[src/rtl/s2cif_call_arb.sv]
// s2cif_call_arb: round-robin arbiter serialising requester calls onto one s2cif bridge call port.
// Optional WAIT-state timeout enabled by defining S2CIF_ARB_TIMEOUT_EN.
module s2cif_call_arb #(
    parameter int NREQ      = 4,
    parameter int DW        = 32,
    parameter int AW        = 32,
    parameter int TO_CYCLES = 1024
) (
    input  logic              clk,
    input  logic              rst,
    input  logic [NREQ-1:0]   req_valid,
    output logic [NREQ-1:0]   req_ready,
    input  logic [NREQ-1:0]   req_push,
    input  logic [NREQ*8-1:0] req_func,
    input  logic [NREQ*AW-1:0] req_addr,
    input  logic [NREQ*DW-1:0] req_wdata,
    output logic [NREQ-1:0]   rsp_valid,
    output logic [31:0]       rsp_ret,
    output logic [DW-1:0]     rsp_rdata,
    output logic              call_valid,
    input  logic              call_ready,
    output logic [7:0]        call_id,
    output logic              call_push,
    output logic [7:0]        call_func,
    output logic [AW-1:0]     call_addr,
    output logic [DW-1:0]     call_wdata,
    input  logic              ret_valid,
    input  logic [31:0]       ret_code,
    input  logic [DW-1:0]     ret_rdata,
    output logic              busy,
    output logic              err_proto,
    output logic              err_timeout
);
    localparam int IW = $clog2(NREQ);
    localparam logic [1:0] IDLE = 2'd0, ISSUE = 2'd1, WAIT = 2'd2, RESP = 2'd3;

    logic [1:0]    state_q, state_d;
    logic [IW-1:0] last_q, last_d, gnt_q, gnt_d, pick;
    logic          hit;
    logic          push_q, push_d;
    logic [7:0]    func_q, func_d;
    logic [AW-1:0] addr_q, addr_d;
    logic [DW-1:0] wdata_q, wdata_d, rdata_q, rdata_d;
    logic [31:0]   ret_q, ret_d;
    logic          err_proto_q, err_proto_d;
`ifdef S2CIF_ARB_TIMEOUT_EN
    logic [31:0]   to_cnt_q, to_cnt_d;
    logic          err_to_q, err_to_d;
`endif

    // Scan downward so the requester closest after last_grant is the one left in pick.
    always_comb begin
        hit  = 1'b0;
        pick = '0;
        for (int i = NREQ; i >= 1; i--) begin
            if (req_valid[(int'(last_q) + i) % NREQ]) begin
                hit  = 1'b1;
                pick = IW'((int'(last_q) + i) % NREQ);
            end
        end
    end

    always_comb begin
        state_d     = state_q;
        last_d      = last_q;
        gnt_d       = gnt_q;
        push_d      = push_q;
        func_d      = func_q;
        addr_d      = addr_q;
        wdata_d     = wdata_q;
        ret_d       = ret_q;
        rdata_d     = rdata_q;
        err_proto_d = err_proto_q | (ret_valid && state_q != WAIT);
`ifdef S2CIF_ARB_TIMEOUT_EN
        to_cnt_d    = (state_q == WAIT) ? to_cnt_q + 32'd1 : '0;
        err_to_d    = err_to_q;
`endif
        case (state_q)
            IDLE: if (hit) begin
                state_d = ISSUE;
                gnt_d   = pick;
                push_d  = req_push[pick];
                func_d  = req_func[int'(pick)*8 +: 8];
                addr_d  = req_addr[int'(pick)*AW +: AW];
                wdata_d = req_wdata[int'(pick)*DW +: DW];
            end
            ISSUE: state_d = call_ready ? WAIT : ISSUE;
            WAIT: begin
                if (ret_valid) begin
                    state_d = RESP;
                    ret_d   = ret_code;
                    rdata_d = ret_rdata;
                end
`ifdef S2CIF_ARB_TIMEOUT_EN
                else if (to_cnt_q == 32'(TO_CYCLES - 1)) begin
                    state_d  = RESP;
                    ret_d    = 32'h8000_0000;
                    rdata_d  = '0;
                    err_to_d = 1'b1;
                end
`endif
            end
            default: begin
                state_d = IDLE;
                last_d  = gnt_q;
            end
        endcase
    end

    always_ff @(posedge clk or posedge rst) begin
        if (rst) begin
            state_q     <= IDLE;
            last_q      <= IW'(NREQ - 1);
            gnt_q       <= '0;
            push_q      <= 1'b0;
            func_q      <= '0;
            addr_q      <= '0;
            wdata_q     <= '0;
            ret_q       <= '0;
            rdata_q     <= '0;
            err_proto_q <= 1'b0;
`ifdef S2CIF_ARB_TIMEOUT_EN
            to_cnt_q    <= '0;
            err_to_q    <= 1'b0;
`endif
        end else begin
            state_q     <= state_d;
            last_q      <= last_d;
            gnt_q       <= gnt_d;
            push_q      <= push_d;
            func_q      <= func_d;
            addr_q      <= addr_d;
            wdata_q     <= wdata_d;
            ret_q       <= ret_d;
            rdata_q     <= rdata_d;
            err_proto_q <= err_proto_d;
`ifdef S2CIF_ARB_TIMEOUT_EN
            to_cnt_q    <= to_cnt_d;
            err_to_q    <= err_to_d;
`endif
        end
    end

    assign req_ready  = (state_q == IDLE && hit && !rst) ? NREQ'(1) << pick : '0;
    assign rsp_valid  = (state_q == RESP) ? NREQ'(1) << gnt_q : '0;
    assign rsp_ret    = ret_q;
    assign rsp_rdata  = rdata_q;
    assign call_valid = state_q == ISSUE;
    assign call_id    = 8'(gnt_q);
    assign call_push  = push_q;
    assign call_func  = func_q;
    assign call_addr  = addr_q;
    assign call_wdata = wdata_q;
    assign busy       = state_q != IDLE;
    assign err_proto  = err_proto_q;
`ifdef S2CIF_ARB_TIMEOUT_EN
    assign err_timeout = err_to_q;
`else
    assign err_timeout = 1'b0;
`endif
endmodule

[config.mk]
export PLATFORM = sky130hd
export DESIGN_NAME = s2cif_call_arb
export DESIGN_NICKNAME = d
export VERILOG_FILES = /design/src/rtl/s2cif_call_arb.sv
export SDC_FILE = /design/constraint.sdc
export NUM_CORES = 1
export LEC_CHECK = 0
export CAP_MARGIN = 10
export CORE_AREA = 8 8 197 199
export CTS_BUF_LIST = sky130_fd_sc_hd__clkbuf_2 sky130_fd_sc_hd__clkbuf_4 sky130_fd_sc_hd__clkbuf_8
export DETAILED_ROUTE_END_ITERATION = 10
export DIE_AREA = 0 0 205 207
export PLACE_DENSITY_LB_ADDON = 0.3
export SYNTH_ARGS = -nofsm -noshare
export SYNTH_HDL_FRONTEND = slang
export SYNTH_SLANG_ARGS = --single-unit
[constraint.sdc]
create_clock -name clk -period 10.4 [get_ports clk]
set_input_delay 2.08 -clock clk [delete_from_list [all_inputs] [get_ports clk]]
set_output_delay 2.08 -clock clk [all_outputs]
set_load 0.02 [all_outputs]
# [Yosys cells after proc, flatten, opt, wreduce, memory -nomap -nowiden]
# Cells that the tools add are included.
[classes] addsub=4 magnitude_cmp=5 eq_ne=6 n_shift=5 muxes=28 n_bitwise=5 n_reduce_logical=14
[ops] cell="128-bit by 8-bit variable part select with 32-bit output" count=2
[ops] cell="32-bit by 6-bit variable part select with 8-bit output" count=1
[ops] cell="3-bit by 4-bit < comparator with 1-bit output (second input constant)" count=4
[ops] cell="2-bit two-way mux" count=7
[ops] cell="1-bit two-way mux" count=13
[ops] cell="1-bit binary-select mux with 2-bit select" count=5
[ops] cell="4-bit two-way mux" count=2
[ops] cell="2-bit OR reduction" count=4
[ops] cell="1-bit by 2-bit << shifter with 4-bit output (first input constant)" count=2
[ops] cell="2-bit != test (second input constant)" count=3
[ops] cell="2-bit one-hot mux with 3 select lines" count=1
[ops] cell="2-bit AND reduction" count=3
[ops] cell="2-bit by 1-bit adder with 2-bit output (second input constant)" count=2
[ops] cell="2-bit adder (second input constant)" count=2
[ops] cell="1-bit bitwise AND (first input constant)" count=4
[ops] cell="2-bit equality test (second input constant)" count=2
[ops] cell="1-bit logical AND" count=3
[ops] cell="2-bit by 3-bit < comparator with 1-bit output (second input constant)" count=1
[ops] cell="3-bit OR reduction" count=1
[ops] cell="2-bit by 1-bit equality test with 1-bit output (second input constant)" count=1
[ops] cell="2-bit logical NOT" count=1
[ops] cell="2-bit nonzero test" count=1
[ops] cell="1-bit logical NOT" count=1
[ops] cell="1-bit bitwise OR" count=1
[totals] regBits=144 in_bits=364 out_inout_bits=157 word_cells=77

# [Depth between registers and ports, before layout]
# Gate-level depths: netlist (run 1).
[logic_depth] word_depth=13 mapped_depth=9 ltp_nobuf=5

# [Worst setup path before layout (run 1)]
# OpenSTA, ideal clock, no wires.
[synth_path] kind="input -> output" from="in req_valid[0]" to="out req_ready[2]" t_arrival_ns=3.403 required_ns=8.320 path_slack_ns=4.917 stages=7 path_buffers=2 path_cell_list="a21oi_1 a31o_1 o22ai_1 or2_1 buf_4 buf_8 nor3b_1"
[synth_via] elab_chain_len=10 word_cells_on_any_way=24 cone_classes="shift (1); mux (21); reduce/logical (2)"
[synth_rtl] element="from (decl)" line="11" text="input logic [NREQ-1:0] req_valid,"
[synth_rtl] element="1-bit binary-select mux with 2-bit select" line="56" text="if (req_valid[(int'(last_q) + i) % NREQ]) begin"
[synth_rtl] element="1-bit two-way mux (implied by the code) (2 in a row)" line="56"
[synth_rtl] element="1-bit two-way mux (4 in a row)" line="56"
[synth_rtl] element="1-bit logical AND (2 in a row)" line="144" text="assign req_ready = (state_q == IDLE && hit && !rst) ? NREQ'(1) << pick : '0;"
[synth_rtl] element="4-bit two-way mux (*)" line="144"
[synth_rtl] element="to (decl)" line="12" text="output logic [NREQ-1:0] req_ready,"
# Mark *: on every way between the ends. The rest lies on a longest branch, timed or not. The select of a mux whose other input is x is not followed.

# [Worst setup path after layout (run 1)]
[layout_path] from="in req_valid[1]" to="out req_ready[2]"
# Same word-level chain as after synthesis.

==> impl_metrics.tcl, run 1 <==
set metrics [dict create \
    required_ns 8.32 \
    crit_path_cell_trace "clkdlybuf4s50_1 > or4_4 > nand2_4 > or2_4 > nor3b_1 > clkdlybuf4s50_1" \
    cts_hold_buf 0 \
    critPathMostFrequentCell "clkdlybuf4s50_1" \
    gr-total-overflow 0 \
    rsz0062_at_grt "false" \
    route.detailed.drc 0 \
    worst_pin_slew_ns 0.974 \
    critPathSlowestCell "or2_4" \
    synthTopCellsByArea "dfrtp_1 (45%), mux2i_1 (19%), o221ai_2 (8.6%), mux2_1 (7.8%), nand2_1 (4.0%)" \
    multi_input_area_mm2 0.00366 \
    timing.final.crit_share_pct 71.2 \
    synth.distinct_cells 35 \
    root_buffer "clkbuf_8" \
    crit_family "simple AND/OR/NAND/NOR gates" \
    synth_flop_cell "dfrtp_1" \
    clk_latency_ns 0.48 \
    grt_pass1_wl_um 49000 \
    first_pass_iters 4 \
    wirelength_um 33400 \
    crit_buf_inv 2 \
    drt_iter0_markers 264 \
    grt_max_degree 78 \
    postCtsSetupBuffers 0 \
    areaGrowthSynthToFinish_pct 72.8 \
    cp_slowest_stage_delay_ns 0.73 \
    hp-class "reg -> reg" \
    p_leak_nw 5.50 \
    finalSetupTns_ns 0 \
    clkTransAtPathRegs_ns 0.08 \
    ir_drop_uv 140 \
    synth_top_cell_by_area "dfrtp_1" \
    synth-edff-count 0 \
    synth.most_common_cell "mux2i_1" \
    n_antenna_cell 0 \
    power.total_w 0.00357 \
    seq_area_mm2 0.00361 \
    skew_ns 0.0133 \
    num_rows 70 \
    avgViaCountPerCell 4.41 \
    track_usage_pct 15.2 \
    avgSynthCellArea_um2 12.9 \
    cts_buffer_depth 2 \
    fmax_mhz 135 \
    reg2reg_depth 7 \
    drive_gt1_share_pct 9.15 \
    dp_hpwl_um 25900 \
    die_w_um 205 \
    hold_viol_final 0 \
    critPathKind "in -> out" \
    initial_core_util_pct 21.8 \
    ys_seq_area_share_pct 46.1 \
    async_reset_ff_share_pct 100 \
    io_buffers 513 \
    vias 6940 \
    cts_made_buffers 17 \
    gp_congestion 0.771 \
    wl_per_cell_um 21.2 \
    synth_commonest_cells "mux2i_1 (147), dfrtp_1 (142), nand2_1 (83), mux2_1 (54), o221ai_2 (45)" \
    cap_violations 0 \
    report.final.slew_viol_count 0 \
    critical_path_depth 6 \
    numClockSinks 144 \
    fin_crit_ns 7.40 \
    end_kind "output pin" \
    maxSlewHeadroom_pct 35.1 \
    min_path_cells 2 \
    die_y_um 207 \
    cts_tree "done" \
    ys_seq_elements 144 \
    cts_resized 0 \
    grt_pass1_vias 7599 \
    p_per_area_mw_per_mm2 264 \
    status "completed" \
    postRouteAntennaNets 0 \
    synth_top_cell_area_share_pct 45.4 \
    startpoint_type "input pin" \
    n_fill_cell 3552 \
    postSynthCellCount 605 \
    cp_max_fo 77 \
    antenna_found_initial 0 \
    ys_warn_count 0 \
    cts_max_level 4 \
    whs_ns 0.481 \
    nets 1457 \
    setup_viol 0 \
    core_area_mm2 0.0359 \
    arrival_ns 5.32 \
    io_pins 521 \
    dieArea_mm2 0.0424 \
    netlist_area_mm2 0.00782 \
]
-- cell type report --
cell class	count	area share, %
Clock inverter	13	1.56
Sequential cell	144	26.7
Tap cell	468	4.33
Timing Repair Buffer	520	38.4
Inverter	5	0.176
Clock buffer	17	1.73
Multi-Input combinational cell	405	27.1
-- power breakdown --
group          total [W]  leakage [nW]  switching (W)  internal (W)
logic            0.00204          3.54        0.00107      0.000974
registers        0.00100          1.75       0.000158      0.000842
clock network   0.000523         0.219       0.000238      0.000284
total            0.00357          5.50        0.00147       0.00210
-- per-stage QoR --
stage | utilization, % | area (um^2) | instances | setup slack (ns)
after floorplan | - | 7840 | 611 | 4.46
after global placement | 36.4 | 13100 | 1542 | 2.94
after detailed placement | 36.4 | 13100 | 1542 | 2.87
after CTS | 37.6 | 13500 | 1572 | 2.88
after global routing | 37.6 | 13500 | 1572 | 2.81
final | 37.6 | 13500 | 1572 | 3.00
-- path summary, 6_finish.rpt --
check,startpoint,to,slack (ns)
setup / recovery,req_valid[1],req_ready[2],3.00
hold / removal,last_q[0]$_DFFE_PP1N_,last_q[0]$_DFFE_PP1N_,0.48
setup reg to reg,last_q[1]$_DFFE_PP1N_,call_func[7]$_DFFE_PP0P_,6.72
hold reg to reg,last_q[0]$_DFFE_PP1N_,last_q[0]$_DFFE_PP1N_,0.48
max in group asynchronous,rst,call_addr[23]$_DFFE_PP0P_,6.68
min in group asynchronous,rst,call_wdata[6]$_DFFE_PP0P_,2.25
-- metal layers --
layer / vias to the layer above / part of all wire (%) / track usage [%]
met3: 26 / 12 / 7.41
li1: 3204 / - / -
met5: - / 0 / 0
met2: 367 / 48 / 25.2
met1: 3343 / 38 / 17.1
met4: 0 / 1.5 / 3.97
-- cell usage in the layout, fill, tap and decap left out, types with 2 or more instances in the layout --
| cell type | instances |
|---|---|
| clkdlybuf4s50_1 | 513 |
| clkbuf_8 | 17 |
| clkinvlp_4 | 2 |
| nor2_1 | 5 |
| a21oi_1 | 2 |
| mux2_1 | 54 |
| dfstp_2 | 2 |
| nor3b_1 | 3 |
| o221ai_1 | 28 |
| nor2b_1 | 2 |
| dfrtp_1 | 142 |
| nor3_1 | 4 |
| bufinv_16 | 5 |
| inv_1 | 4 |
| clkinv_2 | 2 |
| o21ai_0 | 2 |
| buf_4 | 7 |
| o21bai_1 | 2 |
| o21ai_1 | 2 |
| o221ai_2 | 45 |
| mux2i_1 | 147 |
| nand2_1 | 82 |
| conb_1 | 7 |
| mux2_2 | 10 |
| inv_6 | 4 |
-- cell families (layout without fill, tap and decap cells) --
group | count (synthesis) | in the layout | synth area share [%]
AND/OR/NAND/NOR | 103 | 103 | 5.55
flip-flops | 144 | 144 | 46.1
multiplexers | 211 | 211 | 28.0
buffers and inverters | 62 | 555 | 7.62
other | 1 | 7 | 0.0480
AO/OA/AOI/OAI | 84 | 84 | 12.6
-- tightest hold or removal path, stage by stage, from the launching register on --
cell and delay, ns:
dfstp_2 0.39, nand2_1 0.05, nand2_1 0.05
-- flip-flops by register name, indices dropped and copies added (netlist names) --
| register | cells |
|---|---|
| call_addr | 32 |
| call_wdata | 32 |
| rsp_rdata | 32 |
| rsp_ret | 32 |
| call_func | 8 |
| gnt_q | 2 |
| last_q | 2 |
| state_q | 2 |
| call_push | 1 |
| err_proto | 1 |
No activity file was read; power rests on OpenSTA's default activity.
==> run 2, diff against run 1 <==
- CORE_AREA: 8 8 197 199 -> 8 8 194 196
- DIE_AREA: 0 0 205 207 -> 0 0 202 204
- clock period: 10.4 -> 7.69 ns (I/O delays scaled with it)
==> run 2 against run 1 <==
  * Cell count shrank 0.32%
  * Total power grew 33%
  * First-iteration DRC count fell by 27%
  * Design area shrank 0.29%
  * Wire length is 2.2% lower
  * Sequential share of layout area up 0.077 points
==> impl_metrics.tcl, run 2 (synthesized netlist as in run 1, its figures left out) <==
set metrics [dict create \
    startpoint_type "input pin" \
    grt_pass1_wl_um 48400 \
    fmax_mhz 182 \
    n_fill_cell 3382 \
    cp_max_fo 22 \
    min-delay-start "call_wdata[0]$_DFFE_PP0P_" \
    status "completed" \
    skew_ns 0.0135 \
    end_kind "output pin" \
    cts_made_buffers 17 \
    dp_hpwl_um 25000 \
    areaGrowthSynthToFinish_pct 72.3 \
    critPathKind "in -> out" \
    initial_core_util_pct 22.5 \
    arrival_ns 3.96 \
    use_met1_pct 17.0 \
    crit_family "buffers and inverters" \
    multi_input_area_mm2 0.00366 \
    crit_buf_inv 2 \
    required_ns 6.15 \
    ir_drop_uv 213 \
    antenna_found_initial 0 \
    hp-class "reg -> reg" \
    route.detailed.drc 0 \
    postRouteAntennaNets 0 \
    core_area_mm2 0.0348 \
    gp_congestion 0.746 \
    grt_max_degree 119 \
    cp_slowest_stage_delay_ns 0.65 \
    die_w_um 202 \
    maxSlewHeadroom_pct 33.2 \
    cts_max_level 4 \
    setup_viol 0 \
    drt_iter0_markers 193 \
    layout_common_cells "clkdlybuf4s50_1 (513), mux2i_1 (147), dfrtp_1 (142), nand2_1 (82), mux2_1 (54)" \
    critPathMostFrequentCell "clkdlybuf4s50_1" \
    avgViaCountPerCell 4.36 \
    nets 1458 \
    cts_tree "done" \
    grtUsageMet2_pct 25.9 \
    postCtsSetupBuffers 0 \
    track_usage_pct 15.3 \
    numClockSinks 144 \
    cap_violations 0 \
    critPathSlowestCell "clkdlybuf4s50_1" \
    crit_path_cell_trace "clkdlybuf4s50_1 > a21oi_1 > a31o_1 > o22ai_1 > nand3_4 > nor3b_1 > clkdlybuf4s50_1" \
    first_pass_iters 4 \
    die_y_um 204 \
    num_rows 69 \
    wl_per_cell_um 20.8 \
    finalSetupTns_ns 0 \
    clk_latency_ns 0.47 \
    seq_area_mm2 0.00361 \
    hold_viol_final 0 \
    fin_util_pct 38.7 \
    timing.final.crit_share_pct 71.5 \
    cts_buffer_depth 2 \
    report.final.slew_viol_count 0 \
    io_pins 521 \
    io_buffers 513 \
    p_per_area_mw_per_mm2 351 \
    root_buffer "clkbuf_8" \
    fin_crit_ns 5.50 \
    cp-startpoint "req_valid[1]" \
    worst_pin_slew_ns 1.00 \
    gr-total-overflow 0 \
    mostFrequentLayoutCell "clkdlybuf4s50_1" \
    dieArea_mm2 0.0412 \
    r2r-start "last_q[1]$_DFFE_PP1N_" \
    drive_gt1_share_pct 9.31 \
    vias 6836 \
    p_leak_nw 5.49 \
    power.total_w 0.00473 \
    rsz0062_at_grt "false" \
    wirelength_um 32600 \
    busiest_layer "met2" \
    clkTransAtPathRegs_ns 0.08 \
    n_antenna_cell 0 \
    cts_resized 0 \
    use_met3_pct 6.88 \
    cts_hold_buf 0 \
    grt_pass1_vias 7527 \
]
[run 2: cell types whose count changed in the layout (fill, tap and decap cells not counted)]
cell	before	now
buf_12	0	1
bufinv_16	5	2
clkbuf_4	0	3
clkbuf_8	17	19
clkinv_4	1	2
clkinvlp_4	2	3
inv_6	4	1
[run 2: power by group]
group / internal [W] / switching, W / total (W)
registers: 0.00114 / 0.000219 / 0.00136
clock network: 0.000314 / 0.000311 / 0.000625
logic: 0.00133 / 0.00142 / 0.00275
total: 0.00278 / 0.00195 / 0.00473
[run 2: path summary, 6_finish.rpt]
path / depth (start not counted) / endpoint / slack, ns
worst max-delay path: 7 / req_ready[0] / 2.19
max in group asynchronous: 3 / rsp_ret[10]$_DFFE_PP0P_ / 4.42
worst max register to register: 8 / call_func[5]$_DFFE_PP0P_ / 4.26
worst min-delay path: 2 / call_wdata[0]$_DFFE_PP0P_ / 0.49
worst min register to register: 2 / call_wdata[0]$_DFFE_PP0P_ / 0.49
min in group asynchronous: 2 / call_wdata[5]$_DFFE_PP0P_ / 1.75
[run 2: metal layers]
metal	vias to the layer above	share of wire [%]
met5	-	0
met4	0	1.7
met3	25	9.6
met2	322	49
met1	3284	40
li1	3205	-
[run 2: worst register-to-register path: cells and delay by family, from the launching register on]
| family | cells | cell delay [ns] |
|---|---|---|
| buf+inv | 3 | 1.24 |
| compound gates | 1 | 0.19 |
| flops | 1 | 0.62 |
| simple gates | 2 | 0.28 |
| mux | 2 | 0.92 |
[run 2: layout make-up]
type / instances / area share (%)
repair buffers: 521 / 38.7
multi-input cells: 405 / 27.2
flip-flops and latches: 144 / 26.8
well taps: 461 / 4.28
clock buffers: 22 / 2.11
clock inverters: 9 / 0.817
inverters: 5 / 0.176
[run 2: per-stage QoR]
stage	hold WS, ns	instance area, um^2	std cells	setup WS (ns)
after CTS	0.492	13500	1567	2.15
after global placement	0.467	13100	1536	2.18
after detailed placement	0.472	13100	1536	2.16
after floorplan	0.447	7840	611	2.29
after global routing	0.502	13500	1567	2.00
final	0.487	13500	1567	2.19
==> RTL change (config.mk and constraints of run 2) <==
Add a define of `S2CIF_ARB_TIMEOUT_EN`.
--- a/src/rtl/s2cif_call_arb.sv
+++ b/src/rtl/s2cif_call_arb.sv
@@ -2,2 +2,4 @@
 // Optional WAIT-state timeout enabled by defining S2CIF_ARB_TIMEOUT_EN.
+`define S2CIF_ARB_TIMEOUT_EN
+
 module s2cif_call_arb #(
Check against the original RTL: no difference found for any inputs over 4 cycles, from zero or initial values and one cycle with rst high; that may be too few to reach the edited logic, so the function may still have changed.
==> RTL change against run 2 <==
Setup slack worse by 0.15 ns. Count of clock-buffer cells in the layout fell by 2. Sequential cell count increased by 33. First-iteration DRC count is 95% higher. Global-route usage is 2.3 points higher. Cell area rose by 9.3%. Sequential power grew 12%. Power rose by 3.2%. Routed wire length up 17%. Clock power up 10%. Synthesized area is 12% higher. Hold slack worse by 0.016 ns. Largest power group unchanged. Highest routed layer unchanged.
==> RTL change: results (changes against run 2) <==
Run status
  – Run status: completed (unchanged)

Critical path
  – Slowest stage cell, crit path: a211oi_4 (was clkdlybuf4s50_1)
  – Critical path arrival: 4.10 ns (was 3.96 ns)
  – Worst R2R Path Depth: 7 (was 8)
  – Crit path largest cell delay: 0.84 ns (was 0.65 ns)
  – Worst-path maximum fanout: 14 (was 22)

Yosys
  – Post-Synth XOR/XNOR Area: 2.79% (was 0%)
  – Largest cells by area after synthesis: dfrtp_1, mux2i_1, o221ai_1 (was dfrtp_1, mux2i_1, o221ai_2)
  – Top cell type's share of synthesized area: 49.9% (was 45.4%)
  – Ys async rst share: 100% (unchanged)
  – Sequential share of the synthesized area: 50.5% (was 46.1%)
  – Adder-cell area share of the yosys netlist: 0.143% (was 0%)
  – Synth Area in Compound Gates: 14.7% (was 12.6%)
  – Post-synthesis mux area share: 16.6% (was 28.0%)
  – Netlist cell types: 39 (was 35)
  – Synth top cells by count: dfrtp_1, mux2i_1, nand2_1 (was mux2i_1, dfrtp_1, nand2_1)

Layout
  – Share of cells above drive strength 1: 4.60% (was 9.31%)
  – Post-layout net count: 1634 (was 1458)
  – Fill cells: 3289 (was 3382)

Global routing
  – Met1 GRT Util: 21.1% (was 17.0%)
  – Met2 usage: 29.6% (was 25.9%)
  – Global-route usage over all layers: 17.6% (was 15.3%)
  – Largest net degree at the start of global routing: 78 (was 119)
  – GR met3 Demand/Resource: 5.17% (was 6.88%)
  – First-pass GRT wire length: 56000 um (was 48400 um)
  – Number of global-route vias before repair: 8847 (was 7527)

Drt
  – Metal3 WL: 2550 um (was 3140 um)
  – Met2 wire len: 19000 um (was 16000 um)
  – Max Used Layer: met4 (unchanged)
  – Final wirelength: 38200 um (was 32600 um)
  – DR iter-0 viols: 377 (was 193)
  – M1 wire length: 15600 um (was 12900 um)
  – Pre-antenna DRT Iters: 4 (unchanged)
  – Vias/cell: 4.74 (was 4.36)

Power and ir drop
  – Worst VDD drop: 208 uV (was 213 uV)
  – P_leak: 0.00622 uW (was 0.00549 uW)
  – Sw frac: 41.6% (was 41.2%)
  – Cell area power density: 331 mW/mm^2 (was 351 mW/mm^2)
  – Combinational power: 2670 uW (was 2750 uW)
  – P_seq: 1520 uW (was 1360 uW)

Hold path
  – Worst hold path cell count: 1 (was 2)
  – Hold WC Path Type: flop to flop (unchanged)

Timing
  – Rel. slew slack: 31.1% (was 33.2%)
  – Worst-case clock skew: 0.0218 ns (was 0.0135 ns)

CTS
  – Post-cts gate resize count: 0 (unchanged)
  – Root buf cell: clkbuf_8 (unchanged)
  – Clock Latency Late Sink: 0.49 ns (was 0.47 ns)
  – Reg clk slew, reported paths: 0.11 ns (was 0.08 ns)
  – Clk buf depth: 2 (unchanged)

Placement
  – Final GP Congestion: 0.853 (was 0.746)
  – DP Wirelength: 28900 um (was 25000 um)
  – Worst slack, placed: 2.03 ns (was 2.16 ns)
  – Buffers on Ports: 514 (was 513)
-- RTL change: final timing paths --
check	startpoint	endpoint	slack (ns)
setup / recovery	req_valid[2]	req_ready[2]	2.05
hold reg to reg	err_proto	err_proto	0.47
min in group asynchronous	rst	rsp_ret[17]	1.53
max in group asynchronous	rst	call_addr[23]	4.80
hold / removal	err_proto	err_proto	0.47
setup reg to reg	last_q[0]	call_wdata[8]	3.67
-- RTL change: final cells by class --
cell class / instances / share of cell area, %
Sequential cell: 177 / 30.1
Multi-Input combinational cell: 536 / 27.4
Clock buffer: 20 / 1.78
Inverter: 10 / 0.289
Tap cell: 461 / 3.92
Timing Repair Buffer: 527 / 35.6
Clock inverter: 12 / 0.917
-- RTL change: per-stage QoR --
step                utilization [%]  cells  cell area [sq um]
floorplan                         -    794               8800
global placement               41.2   1711              14300
detailed placement             41.2   1711              14300
CTS                            42.3   1743              14700
global route                   42.3   1743              14700
finish                         42.3   1743              14700
